--- src/rtl/ins_cache_assoc_pkg.sv ---
// Shared types and width helpers for the set-associative instruction cache.
package ins_cache_pkg;

  typedef enum logic {
    IDLE     = 1'b0,
    MEM_READ = 1'b1
  } state_t;

  function automatic int log2_f(input int n);
    return $clog2(n);
  endfunction

  function automatic int tag_w_f(input int addr_w, input int words, input int sets);
    return addr_w - 2 - log2_f(words) - log2_f(sets);
  endfunction

  function automatic int blk_w_f(input int addr_w, input int words);
    return addr_w - 2 - log2_f(words);
  endfunction

  // True when a w-bit counter (zero-extended into v) already holds all-ones.
  function automatic logic cnt_at_max(input logic [63:0] v, input int w);
    return v == (64'hFFFF_FFFF_FFFF_FFFF >> (64 - w));
  endfunction

endpackage

--- src/rtl/ins_cache_assoc_if.sv ---
// Fetch-side and main-memory-side signals of the instruction cache.
interface ins_cache_assoc_if
  import ins_cache_pkg::*;
#(
  parameter int ADDR_W = 32,
  parameter int WORDS  = 4
);
  localparam int BLK_W = blk_w_f(ADDR_W, WORDS);

  logic                  read;
  logic [ADDR_W-1:0]     address;
  logic                  flush;
  logic [31:0]           readdata;
  logic                  busywait;
  logic                  MAIN_MEM_READ;
  logic [BLK_W-1:0]      MAIN_MEM_ADDRESS;
  logic [32*WORDS-1:0]   MAIN_MEM_READ_DATA;
  logic                  MAIN_MEM_BUSY_WAIT;

  modport master (
    output read, address, flush, MAIN_MEM_READ_DATA, MAIN_MEM_BUSY_WAIT,
    input  readdata, busywait, MAIN_MEM_READ, MAIN_MEM_ADDRESS
  );

  modport slave (
    input  read, address, flush, MAIN_MEM_READ_DATA, MAIN_MEM_BUSY_WAIT,
    output readdata, busywait, MAIN_MEM_READ, MAIN_MEM_ADDRESS
  );
endinterface

--- src/rtl/ins_cache_assoc_way.sv ---
// One cache way: valid/tag/data arrays, combinational lookup and block fill.
module ins_cache_way
  import ins_cache_pkg::*;
#(
  parameter int WORDS = 4,
  parameter int SETS  = 8,
  parameter int OFF_W = 2,
  parameter int IDX_W = 3,
  parameter int TAG_W = 25
) (
  input  logic                clock,
  input  logic                reset,
  input  logic [IDX_W-1:0]    lk_index,
  input  logic [TAG_W-1:0]    lk_tag,
  input  logic [OFF_W-1:0]    lk_offset,
  output logic                lk_hit,
  output logic [31:0]         lk_word,
  input  logic [IDX_W-1:0]    fill_index,
  output logic                fill_valid,
  input  logic                fill_en,
  input  logic [TAG_W-1:0]    fill_tag,
  input  logic [32*WORDS-1:0] fill_data,
  input  logic                inval_all
);

  logic [SETS-1:0]       valid_q;
  logic [TAG_W-1:0]      tag_mem  [SETS];
  logic [32*WORDS-1:0]   data_mem [SETS];
  logic [32*WORDS-1:0]   lk_block;

  always_ff @(posedge clock or negedge reset) begin
    if (!reset) begin
      valid_q <= '0;
    end else if (inval_all) begin
      valid_q <= '0;
    end else if (fill_en) begin
      valid_q[fill_index] <= 1'b1;
    end
  end

  // Tag and data need no reset: they are only observed through valid_q.
  always_ff @(posedge clock) begin
    if (fill_en) begin
      tag_mem[fill_index]  <= fill_tag;
      data_mem[fill_index] <= fill_data;
    end
  end

  assign lk_block   = data_mem[lk_index];
  assign lk_hit     = valid_q[lk_index] && (tag_mem[lk_index] == lk_tag);
  assign lk_word    = lk_block[{lk_offset, 5'd0} +: 32];
  assign fill_valid = valid_q[fill_index];

endmodule

--- src/rtl/ins_cache_assoc.sv ---
// Set-associative read-only instruction cache with LRU, flush and hit/miss counters.
//   state    | meaning
//   IDLE     | lookup of all ways; hits served, misses latch block address, flush applied
//   MEM_READ | block request to main memory held until it reports done, then fill
module ins_cache_assoc
  import ins_cache_pkg::*;
#(
  parameter int ADDR_W = 32,
  parameter int WORDS  = 4,
  parameter int SETS   = 8,
  parameter int WAYS   = 2,
  parameter int CNT_W  = 32
) (
  input  logic              clock,
  input  logic              reset,
  ins_cache_assoc_if.slave  bus,
  output logic [CNT_W-1:0]  hit_count,
  output logic [CNT_W-1:0]  miss_count
);

  localparam int OFF_W = log2_f(WORDS);
  localparam int IDX_W = log2_f(SETS);
  localparam int TAG_W = tag_w_f(ADDR_W, WORDS, SETS);
  localparam int BLK_W = blk_w_f(ADDR_W, WORDS);

  state_t             state_q, state_d;
  logic [BLK_W-1:0]   blk_q;
  logic               pend_q;
  logic [SETS-1:0]    lru_q;
  logic [CNT_W-1:0]   hit_q, miss_q;

  logic [OFF_W-1:0]   req_off;
  logic [IDX_W-1:0]   req_idx;
  logic [TAG_W-1:0]   req_tag;
  logic [IDX_W-1:0]   fill_idx;
  logic [TAG_W-1:0]   fill_tag;
  logic               addr_unused;

  logic [WAYS-1:0]    way_hit;
  logic [WAYS-1:0]    way_fvalid;
  logic [31:0]        way_word [WAYS];
  logic               hit_any;
  logic               hit_way;
  logic [31:0]        hit_word;
  logic               victim;

  logic               busy, mm_read;
  logic [31:0]        rdata;
  logic [BLK_W-1:0]   mm_addr;
  logic               latch_blk, apply_flush, set_pend, do_fill, hit_upd, miss_upd;

  assign req_off     = bus.address[2 +: OFF_W];
  assign req_idx     = bus.address[2+OFF_W +: IDX_W];
  assign req_tag     = bus.address[ADDR_W-1 -: TAG_W];
  assign fill_idx    = blk_q[IDX_W-1:0];
  assign fill_tag    = blk_q[BLK_W-1 -: TAG_W];
  assign addr_unused = ^bus.address[1:0];

  for (genvar w = 0; w < WAYS; w++) begin : g_way
    ins_cache_way #(
      .WORDS (WORDS),
      .SETS  (SETS),
      .OFF_W (OFF_W),
      .IDX_W (IDX_W),
      .TAG_W (TAG_W)
    ) u_way (
      .clock      (clock),
      .reset      (reset),
      .lk_index   (req_idx),
      .lk_tag     (req_tag),
      .lk_offset  (req_off),
      .lk_hit     (way_hit[w]),
      .lk_word    (way_word[w]),
      .fill_index (fill_idx),
      .fill_valid (way_fvalid[w]),
      .fill_en    (do_fill && (victim == 1'(w))),
      .fill_tag   (fill_tag),
      .fill_data  (bus.MAIN_MEM_READ_DATA),
      .inval_all  (apply_flush)
    );
  end

  always_comb begin
    hit_any  = 1'b0;
    hit_way  = 1'b0;
    hit_word = '0;
    for (int w = 0; w < WAYS; w++) begin
      if (way_hit[w]) begin
        hit_any  = 1'b1;
        hit_way  = 1'(w);
        hit_word = way_word[w];
      end
    end
  end

  // Invalid ways are filled lowest index first; LRU only decides among full sets.
  always_comb begin
    victim = lru_q[fill_idx];
    if (WAYS == 1 || !way_fvalid[0]) begin
      victim = 1'b0;
    end else if (!way_fvalid[WAYS-1]) begin
      victim = 1'b1;
    end
  end

  always_comb begin
    state_d     = state_q;
    busy        = 1'b0;
    rdata       = '0;
    mm_read     = 1'b0;
    mm_addr     = '0;
    latch_blk   = 1'b0;
    apply_flush = 1'b0;
    set_pend    = 1'b0;
    do_fill     = 1'b0;
    hit_upd     = 1'b0;
    miss_upd    = 1'b0;
    case (state_q)
      IDLE: begin
        if (bus.flush || pend_q) begin
          busy        = bus.read;
          apply_flush = 1'b1;
        end else if (bus.read) begin
          if (hit_any) begin
            rdata   = hit_word;
            hit_upd = 1'b1;
          end else begin
            busy      = 1'b1;
            latch_blk = 1'b1;
            miss_upd  = 1'b1;
            state_d   = MEM_READ;
          end
        end
      end
      MEM_READ: begin
        busy     = 1'b1;
        mm_read  = 1'b1;
        mm_addr  = blk_q;
        set_pend = bus.flush;
        if (!bus.MAIN_MEM_BUSY_WAIT) begin
          do_fill = 1'b1;
          state_d = IDLE;
        end
      end
      default: state_d = IDLE;
    endcase
  end

  always_ff @(posedge clock or negedge reset) begin
    if (!reset) begin
      state_q <= IDLE;
      blk_q   <= '0;
      pend_q  <= 1'b0;
      lru_q   <= '0;
      hit_q   <= '0;
      miss_q  <= '0;
    end else begin
      state_q <= state_d;
      if (latch_blk) begin
        blk_q <= {req_tag, req_idx};
      end
      if (apply_flush) begin
        pend_q <= 1'b0;
      end else if (set_pend) begin
        pend_q <= 1'b1;
      end
      if (apply_flush) begin
        lru_q <= '0;
      end else if (hit_upd) begin
        lru_q[req_idx] <= (WAYS > 1) ? ~hit_way : 1'b0;
      end else if (do_fill) begin
        lru_q[fill_idx] <= (WAYS > 1) ? ~victim : 1'b0;
      end
      if (hit_upd && !cnt_at_max(64'(hit_q), CNT_W)) begin
        hit_q <= hit_q + CNT_W'(1);
      end
      if (miss_upd && !cnt_at_max(64'(miss_q), CNT_W)) begin
        miss_q <= miss_q + CNT_W'(1);
      end
    end
  end

  assign bus.busywait         = busy;
  assign bus.readdata         = rdata;
  assign bus.MAIN_MEM_READ    = mm_read;
  assign bus.MAIN_MEM_ADDRESS = mm_addr;
  assign hit_count            = hit_q;
  assign miss_count           = miss_q;

endmodule

--- src/flat_wrapper.sv ---
// flat-port wrapper written by rule: the top's interface ports become plain ports
module ins_cache_assoc_flat import ins_cache_pkg::*;
#(
  parameter int ADDR_W = 32,
  parameter int WORDS  = 4,
  parameter int SETS   = 8,
  parameter int WAYS   = 2,
  parameter int CNT_W  = 32
)
  (clock, reset, hit_count, miss_count, bus_read, bus_address, bus_flush, bus_MAIN_MEM_READ_DATA, bus_MAIN_MEM_BUSY_WAIT, bus_readdata, bus_busywait, bus_MAIN_MEM_READ, bus_MAIN_MEM_ADDRESS);
  ins_cache_assoc_if #(.ADDR_W(ADDR_W), .WORDS(WORDS)) bus_i ();
  input  logic clock;
  input  logic reset;
  output logic [CNT_W-1:0] hit_count;
  output logic [CNT_W-1:0] miss_count;
  input wire logic [$bits(bus_i.read)-1:0] bus_read;
  input wire logic [$bits(bus_i.address)-1:0] bus_address;
  input wire logic [$bits(bus_i.flush)-1:0] bus_flush;
  input wire logic [$bits(bus_i.MAIN_MEM_READ_DATA)-1:0] bus_MAIN_MEM_READ_DATA;
  input wire logic [$bits(bus_i.MAIN_MEM_BUSY_WAIT)-1:0] bus_MAIN_MEM_BUSY_WAIT;
  output wire logic [$bits(bus_i.readdata)-1:0] bus_readdata;
  output wire logic [$bits(bus_i.busywait)-1:0] bus_busywait;
  output wire logic [$bits(bus_i.MAIN_MEM_READ)-1:0] bus_MAIN_MEM_READ;
  output wire logic [$bits(bus_i.MAIN_MEM_ADDRESS)-1:0] bus_MAIN_MEM_ADDRESS;
  assign bus_i.read = bus_read;
  assign bus_i.address = bus_address;
  assign bus_i.flush = bus_flush;
  assign bus_i.MAIN_MEM_READ_DATA = bus_MAIN_MEM_READ_DATA;
  assign bus_i.MAIN_MEM_BUSY_WAIT = bus_MAIN_MEM_BUSY_WAIT;
  assign bus_readdata = bus_i.readdata;
  assign bus_busywait = bus_i.busywait;
  assign bus_MAIN_MEM_READ = bus_i.MAIN_MEM_READ;
  assign bus_MAIN_MEM_ADDRESS = bus_i.MAIN_MEM_ADDRESS;
  ins_cache_assoc #(.ADDR_W(ADDR_W), .WORDS(WORDS), .SETS(SETS), .WAYS(WAYS), .CNT_W(CNT_W)) u_core (.clock(clock), .reset(reset), .bus(bus_i), .hit_count(hit_count), .miss_count(miss_count));
endmodule
--- config.mk ---
export PLATFORM = sky130hd
export DESIGN_NAME = ins_cache_assoc_flat
export DESIGN_NICKNAME = d
export VERILOG_FILES = /design/src/rtl/ins_cache_assoc_pkg.sv /design/src/rtl/ins_cache_assoc_if.sv /design/src/rtl/ins_cache_assoc_way.sv /design/src/rtl/ins_cache_assoc.sv /design/src/flat_wrapper.sv
export SDC_FILE = /design/constraint.sdc
export NUM_CORES = 2
export LEC_CHECK = 0
export BUFFER_PORTS_ARGS = -buffer_cell sky130_fd_sc_hd__buf_2
export CAP_MARGIN = 20
export CORE_MARGIN = 2
export CORE_UTILIZATION = 40
export DETAILED_ROUTE_END_ITERATION = 8
export HOLD_SLACK_MARGIN = 0.15
export PLACE_DENSITY = 0.61
export SKIP_CTS_REPAIR_TIMING = 1
export SYNTH_ARGS = -nofsm -noshare
export SYNTH_HDL_FRONTEND = slang
export SYNTH_SLANG_ARGS = --single-unit
--- constraint.sdc ---
create_clock -name clock -period 15.9 [get_ports clock]
set_clock_uncertainty 0.05 [all_clocks]
set_input_delay 0 -clock clock [delete_from_list [all_inputs] [get_ports clock]]
set_output_delay 0 -clock clock [all_outputs]
set_load 0.01 [all_outputs]
==> flow_metrics.env <==
export IMPL_outcome="finished clean"
export IMPL_hpwl_um=155300
export IMPL_use_met2_pct=36.82
export IMPL_endpoint_kind="output pin"
export IMPL_grt_util_met3_pct=4.347
export IMPL_r2r_setup_slack_ns=10.15
export IMPL_hp_start="bus_MAIN_MEM_READ_DATA[103]"
export IMPL_max_slew_margin_pct=23.87
export IMPL_cts_reportedPaths_clkPinSlew_ns=0.06
export IMPL_htree_levels=4
export IMPL_crit_start="bus_address[5]"
export IMPL_grt_usage_pct=23.21
export IMPL_core_um2=248700
export IMPL_synthesis_nets=5962
export IMPL_maxCapViolations=0
export IMPL_antenna_found_initial=63
export IMPL_clockBufferDepth=3
export IMPL_synthCells=5795
export IMPL_period_needed_ns=7.846
export IMPL_worstSetupPathType="in -> out"
export IMPL_path_common_cell="buf_4"
export IMPL_hold_path_end="u_core.g_way[1].u_way.data_mem[4][103]"
export IMPL_synth_edf_count=2448
export IMPL_port_buffer_count=288
export IMPL_grt_use_met1_pct=32.76
export IMPL_grt_pass1_vias=56860
export IMPL_vdd_drop_max_mv=0.1233
export IMPL_dieHeight_um=504.2
export IMPL_final_antenna_net_count=0
export IMPL_synth_seq_cells=2566
export IMPL_cts_root_buf="clkbuf_16"
export IMPL_most_common_layout_cells="2448 x edfxtp_1, 410 x o22ai_1, 340 x mux2_2"
export IMPL_busiest_layer="met2"
export IMPL_post_route_drc_count=0
export IMPL_maxSlewViolCount=0
export IMPL_die_w_um=504.2
export IMPL_syn_area_per_cell_um2=17.27
export IMPL_synth_area_top_cells="edfxtp_1 73%, mux2_2 3.8%, dfrtp_1 3.0%, mux2i_1 2.6%, o22ai_1 2.6%"
export IMPL_synth_top_area_share_pct=73.45
export IMPL_clock_latency_ns=0.87
export IMPL_routed_via_density=6.036
export IMPL_drt_iter0_markers=8228
export IMPL_grt_remaining_overflow=0
export IMPL_nNetsFinal=6544
export IMPL_synth_flop_cell="edfxtp_1"
export IMPL_ios=291
export IMPL_layout_cells_most_common="edfxtp_1"
export IMPL_yosysSeqAreaShare_pct=76.40
export IMPL_cp_required_ns=15.85
export IMPL_p_per_area_nw_per_um2=123.0
export IMPL_clock_sinks=2566
export IMPL_critPathArrivalTime_ns=7.80
export IMPL_min_path_cells=2
export IMPL_cts_buffers=239
export IMPL_fin_util_pct=46.60
export IMPL_drt_wirelength_per_cell_um=31.04
export IMPL_worst_pin_slew_ns=1.139
export IMPL_rsz0062_at_grt="false"
export IMPL_yosysUniqueCellTypes=76
export IMPL_hold_violations=0
export IMPL_yosysTopAreaCell="edfxtp_1"
export IMPL_placed_area_um2=105200
export IMPL_synth_area_um2=100100
export IMPL_startpoint_type="primary input"
export IMPL_crit_path_max_incr_delay_ns=0.87
export IMPL_gp_congestion=0.7866
export IMPL_start_util_pct=40.25
export IMPL_slowest_stage="a21boi_4"
export IMPL_drive_gt1_share_pct=18.63
export IMPL_rr_startpoint="u_core.blk_q[1]"
export IMPL_timing_rr_end="u_core.g_way[1].u_way.data_mem[6][22]"
export IMPL_finalSetupViolations=0
export IMPL_fin_crit_sh_pct=49.35
export IMPL_tns_ns=0
export IMPL_p_leak_nw=37.97
export IMPL_min_path_type="in -> reg"
export IMPL_die_area_um2=254200
export IMPL_syn_to_final_growth_pct=15.78
export IMPL_cp_max_fo=64
export IMPL_ys_warn_count=0
export IMPL_routed_wirelength_um=307900
export IMPL_async_reset_ff_share_pct=4.599
export IMPL_cts_tree="built"
export IMPL_fmax_ghz=0.1274
export IMPL_grt_max_degree=134
export IMPL_finish_instance_area_um2=115900
export IMPL_dr_pass1_iters=6
export IMPL_vias=59870
export IMPL_grt_pass1_wl_um=426400
export IMPL_fp_row_count=183
export IMPL_reg2reg_depth=9
export IMPL_cp_cell_sequence="dlygate4sd3_1, buf_8, buf_4, or2_4, o22ai_1, o31ai_1, nor4b_1, nand4_1, nand4b_4, a21boi_4, buf_4, buf_4, a21boi_1, buf_2"
cell families after synthesis:
kind of cell / synth area share (%)
flip-flops: 76.40
AO/OA/AOI/OAI: 8.600
adder cells (fa/ha/maj): 0.02500
multiplexers: 8.773
buffers and inverters: 1.915
AND/OR/NAND/NOR: 3.494
XOR/XNOR: 0.7877
worst max-delay path: cells and delay by family:
kind / cells / cell delay [ns]
AOI/OAI and AO/OA: 4 / 2.05
buffers and inverters: 6 / 3.27
and+or+nand+nor: 4 / 2.23
metrics by stage:
stage	hold WS, ns	power (mW)	setup WS (ns)	instances
2_1_floorplan	-0.3456	8.380	2.787	5795
3_3_place_gp	0.07666	8.778	8.909	9147
3_5_place_dp	0.08032	8.807	8.856	9147
4_1_cts	-0.8474	14.22	8.846	9577
5_1_grt	0.1302	14.63	7.827	9902
6_report	0.1465	14.26	8.054	9919
synthesized netlist by cell type, types with 14 or more instances:
cell,instances
buf_4,32
xor2_1,44
nor2b_1,28
buf_6,14
a31oi_1,19
and3_1,42
nor4_1,41
a221oi_1,21
inv_1,17
xnor2_1,46
nand4_1,23
o221ai_1,125
a21oi_1,223
nand3_1,47
a221o_1,14
o22ai_1,410
nor3_1,77
nor2_1,230
buf_1,31
o22a_1,15
mux2_2,340
mux2i_1,264
clkbuf_1,192
o2111ai_1,14
o21ai_0,186
a211oi_1,65
edfxtp_1,2448
buf_2,122
o21a_1,35
mux4_2,101
a22oi_1,48
nand2_1,138
o211ai_1,28
dfrtp_1,118
and2_1,34
nand2b_1,14
worst max-delay path by stage:
| stage | to | slack (ns) | depth (start not counted) |
|---|---|---|---|
| floorplan | u_core.g_way[1].u_way.data_mem[4][0] | 2.79 | 9 |
| global placement | bus_readdata[30] | 8.91 | 14 |
| detailed placement | bus_readdata[30] | 8.86 | 13 |
| CTS | bus_readdata[30] | 8.85 | 14 |
| global route | bus_readdata[30] | 7.83 | 14 |
| finish | bus_readdata[30] | 8.05 | 14 |
power breakdown:
part	switching, mW	internal, mW
combinational	0.657	0.326
clock	2.46	3.04
sequential	0.146	7.63
total	3.26	11.0
metal layers:
layer  wire length (µm)  vias to the layer above  share of wire (%)
met3              28820                      544                9.4
met4               8107                       34                2.6
met2             144400                     3388                 47
li1                   -                    24670                  -
met1             126300                    31230                 41
met5                203                        -              0.066
registers in the layout, summed over array words and instances (netlist names):
signal                       cells
u_core.blk_q                    28
u_core.g_way.u_way.data_mem   2048
u_core.g_way.u_way.tag_mem     400
u_core.g_way.u_way.valid_q      16
u_core.hit_count                32
u_core.lru_q                     8
u_core.miss_count               32
u_core.pend_q                    1
u_core.state_q                   1
cell type report:
cell class / instances / area (µm²)
clock buffers: 317 / 6450
repair buffers: 732 / 5813
inverters: 19 / 81.33
diodes: 23 / 57.56
clock inverters: 113 / 927.1
fillers: 21200 / 132800
multi-input cells: 2819 / 21910
well taps: 3330 / 4167
flip-flops and latches: 2566 / 76460
Power figures use the tool's default switching activity.
